==> config.mk <==
export PLATFORM = sky130hd
export DESIGN_NAME = stream_downsize
export DESIGN_NICKNAME = d
export VERILOG_FILES = /design/src/rtl/stream_downsize.sv
export SDC_FILE = /design/constraint.sdc
export NUM_CORES = 1
export LEC_CHECK = 0
export BUFFER_PORTS_ARGS = -buffer_cell sky130_fd_sc_hd__buf_2
export CAP_MARGIN = 15
export CORE_ASPECT_RATIO = 0.7
export CORE_UTILIZATION = 30
export DETAILED_ROUTE_END_ITERATION = 6
export PLACE_DENSITY_LB_ADDON = 0.2
export SLEW_MARGIN = 15
export SYNTH_ARGS = -nofsm -noshare
export SYNTH_HDL_FRONTEND = slang
export SYNTH_SLANG_ARGS = --single-unit
==> constraint.sdc <==
create_clock -name clk_i -period 1.49 [get_ports clk_i]
set_input_delay 0.2235 -clock clk_i [delete_from_list [all_inputs] [get_ports clk_i]]
set_output_delay 0.2235 -clock clk_i [all_outputs]
set_load 0.05 [all_outputs]
==> src/rtl/stream_downsize.sv <==
// Wide-to-narrow AXI-Stream stage: registers one wide beat, then emits its kept
// lanes one per cycle, lowest lane first, regenerating TLAST on the final kept lane.
module stream_downsize #(
    parameter int T_DATA_WIDTH = 4,
    parameter int T_DATA_RATIO = 2
) (
    input  logic                    clk_i,
    input  logic                    rst_i,
    input  logic [T_DATA_WIDTH-1:0] s_data_i [T_DATA_RATIO],
    input  logic [T_DATA_RATIO-1:0] s_keep_i,
    input  logic                    s_last_i,
    input  logic                    s_valid_i,
    output logic                    s_ready_o,
    output logic [T_DATA_WIDTH-1:0] m_data_o,
    output logic                    m_last_o,
    output logic                    m_valid_o,
    input  logic                    m_ready_i
);

    localparam int SEL_W = $clog2(T_DATA_RATIO);

    // Handshakes: a beat moves on a rising edge where valid && ready are both high;
    // valid never waits on ready, and held output data/last stay stable while stalled.
    typedef enum logic {
        EMPTY = 1'b0,
        DRAIN = 1'b1
    } state_e;

    logic [T_DATA_WIDTH-1:0] data_q [T_DATA_RATIO];
    logic [T_DATA_WIDTH-1:0] data_d [T_DATA_RATIO];
    logic [T_DATA_RATIO-1:0] rem_q;
    logic [T_DATA_RATIO-1:0] rem_d;
    logic                    last_q;
    logic                    last_d;

    state_e                  state;
    logic [SEL_W-1:0]        sel;
    logic                    rem_one_hot;
    logic                    m_hs;
    logic                    s_hs;
    logic                    final_beat;

    // Lowest remaining lane wins; scanning high-to-low leaves the lowest set bit last.
    always_comb begin
        sel = '0;
        for (int i = T_DATA_RATIO - 1; i >= 0; i--) begin
            if (rem_q[i]) begin
                sel = SEL_W'(i);
            end
        end
    end

    always_comb begin
        state       = (rem_q == '0) ? EMPTY : DRAIN;
        rem_one_hot = (rem_q != '0) && ((rem_q & (rem_q - T_DATA_RATIO'(1))) == '0);
        m_valid_o   = (state == DRAIN);
        m_data_o    = data_q[sel];
        m_last_o    = last_q && rem_one_hot;
        m_hs        = m_valid_o && m_ready_i;
        final_beat  = m_hs && rem_one_hot;
        // Ready follows m_ready_i combinationally in the last lane's cycle so
        // consecutive wide beats drain with no idle cycle in between.
        s_ready_o   = !rst_i && ((state == EMPTY) || final_beat);
        s_hs        = s_valid_i && s_ready_o;
    end

    always_comb begin
        data_d = data_q;
        rem_d  = rem_q;
        last_d = last_q;
        if (m_hs) begin
            rem_d[sel] = 1'b0;
        end
        // A new wide beat replaces whatever the final narrow handshake cleared.
        if (s_hs) begin
            data_d = s_data_i;
            rem_d  = s_keep_i;
            last_d = s_last_i;
        end
    end

    always_ff @(posedge clk_i) begin
        if (rst_i) begin
            for (int i = 0; i < T_DATA_RATIO; i++) begin
                data_q[i] <= '0;
            end
            rem_q  <= '0;
            last_q <= 1'b0;
        end else begin
            data_q <= data_d;
            rem_q  <= rem_d;
            last_q <= last_d;
        end
    end

endmodule

==> qor.yml <==
critical_path:
  crit_path_start_kind: "flip-flop"
  critPathArrivalTime_ns: 1.36
  critPathMostFrequentCell: "buf_6"
  path_delay_family: "flip-flops"
  path_class: "reg -> out"
  r2r-start: "rem_q[1]$_SDFFE_PP0P_"
  crit_slowest_cell: "dfxtp_4"
  crit_chain: "inv_4 > ha_4 > a21oi_4 > buf_6 > nor2_4 > buf_6"
  crit_buf_inv: 3
  end_kind: "primary output"
  cp.required_ns: 1.27
  slowest_delay_ns: 0.38
  startpoint: "rem_q[1]$_SDFFE_PP0P_"
  path_max_fanout: 3
yosys:
  ys_ff_latch: 11
  netlist_instances: 52
  yosysSeqAreaShare: 0.381
  synth.top_cell.area_share: 0.381
  avgSynthCellArea_sq_um: 11.1
  yosys.area.top_type: "dfxtp_1"
  synth_warnings: 0
  syn-num-nets: 70
  syn_area_sq_um: 578
  yosys-top-cells-area: "dfxtp_1, mux2_2, nor2b_1"
  synth.distinct_cells: 15
flow_run:
  maxCapViolCount: 0
pwr:
  power_uw: 916
  cellLeakagePower_nw: 0.419
  p_per_area_nw_per_um2: 992
  vdd.ir_drop.worst_v: 0.000553
sta:
  tightest_slew_ns: 0.247
  skew_ns: 0.000770
  setup_violations: 16
  slew_viol_final: 0
  period_share: 1.07
  setup_ws_ns: -0.0982
  timing.fmax_mhz: 630
  hold_viol: 0
  final.min_clock_period_ns: 1.59
  rsz0062_at_grt: "yes"
  slew_headroom: 0.836
clock_network:
  clk_pin_slew_ns: 0.07
  cts_made_buffers: 3
  cts_root_buf: "clkbuf_4"
  cts_hold_buf: 0
  clk_latency_ns: 0.26
  cts_tree: "yes"
  cts.sinks: 11
  cts.path.max_buffers: 2
  cts_max_level: 1
layout:
  stdcell_count: 101
  nets: 99
  antenna_cells: 0
  area_growth_pct: 59.7
  nFillCells: 165
  drive_above_1_share: 0.663
floorplanning:
  die_h_um: 38.7
  core_sq_um: 1700
  io_pins: 22
  die_w_um: 54.5
  start_util: 0.341
  die_area_sq_um: 2110
  rows: 12
place:
  gp_congestion: 0.648
  pre_cts_ws_ns: -0.0658
  placed_cells: 96
  port_buffers: 21
  hpwl_um: 814
route:
  drt_wl_total_um: 1300
  vias: 461
  detail_route.wl_per_cell_um: 12.9
  dr.pass1.iters: 1
  drtIter0Drc: 0
  drc_errors: 0
  viasPerCell: 4.56
  ant_nets: 0
global_routing:
  overflow: 0
  grt_antenna_before_repair: 0
  grt_util_all_layers: 0.137
  grt_pass1_wl_um: 1880
  grt_max_degree: 14
  grt_pass1_vias: 432
status:
  status: "finished, violations left"
  failed_checks: "negative setup slack"
hold_path:
  hp-start: "s_data_i[6]"
  holdCritPathClass: "in -> reg"
## flip-flops by register name, indices dropped and copies added, names as in the netlist
name,cells
data_q,8
rem_q,2
last_q,1
## final timing paths
kind	cells past startpoint	to	slack (ns)
setup / recovery	6	s_ready_o	-0.1
hold / removal	2	data_q[6]$_SDFFE_PP0P_	0.18
setup reg to reg	6	data_q[7]$_SDFFE_PP0P_	-0.08
hold reg to reg	2	last_q$_SDFFE_PP0P_	0.61
## cell families (layout without fill, tap and decap cells)
kind of cell / after synthesis / count (layout) / share of synthesized area
buf+inv: 6 / 34 / 0.0541
mux: 15 / 15 / 0.292
compound gates: 3 / 3 / 0.0411
simple gates: 14 / 14 / 0.167
flops: 11 / 11 / 0.381
fa+ha+maj: 3 / 3 / 0.0649
## cell usage in the layout (no fill, tap or decap), types with 2 or more instances in the layout
cell type,n
buf_2,15
buf_4,3
buf_6,4
buf_8,4
clkbuf_4,3
dfxtp_1,9
ha_4,2
inv_1,2
inv_4,2
mux2_4,15
nor2b_1,10
## metal layers
layer  part of all wire  routed length [um]  vias to the layer above  track usage
li1                   -                   -                      233            -
met1               0.44                 574                      213        0.159
met2               0.48                 625                       15        0.213
met3              0.078                 101                        0       0.0902
met4                  0                   0                        0       0.0192
met5                  0                   0                        -            0
## cells in the mapped netlist
| master | n |
|---|---|
| inv_1 | 4 |
| ha_1 | 3 |
| nor2b_1 | 10 |
| buf_2 | 1 |
| dfxtp_1 | 11 |
| mux2_1 | 1 |
| nand4bb_1 | 1 |
| nor2_1 | 1 |
| and2_1 | 1 |
| a21oi_2 | 1 |
| buf_6 | 1 |
| mux2_2 | 14 |
| o31ai_1 | 1 |
| nor3b_2 | 1 |
| a211oi_1 | 1 |
## area by class of cell
class,count,area (sq um),share of cell area
tap,21,26.3,0.0285
sequential,11,225,0.244
clock buffer,4,26.3,0.0285
inverter,4,20.0,0.0217
multi-input combinational,35,423,0.458
timing repair buffer,26,203,0.220
## timing repair
action,CTS,global route
pin swaps,3,0
gates resized for setup,32,8
setup endpoints to repair,17,17
setup buffers,1,0
## power by group
group / internal (mW) / switching [mW]
clock: 0.103 / 0.0961
combinational: 0.193 / 0.179
sequential: 0.325 / 0.0190
total: 0.622 / 0.295
## metrics by stage
stage	area, sq um	TNS, ns	utilization	hold WS [ns]
floorplan	596	-0.150	-	0.351
global placement	741	-0.224	0.437	0.451
detailed placement	741	-0.595	0.437	0.451
CTS	893	-1.15	0.527	0.179
global route	923	-1.81	0.544	0.169
finish	923	-1.05	0.544	0.183
No activity file was read; power rests on OpenSTA's default activity.
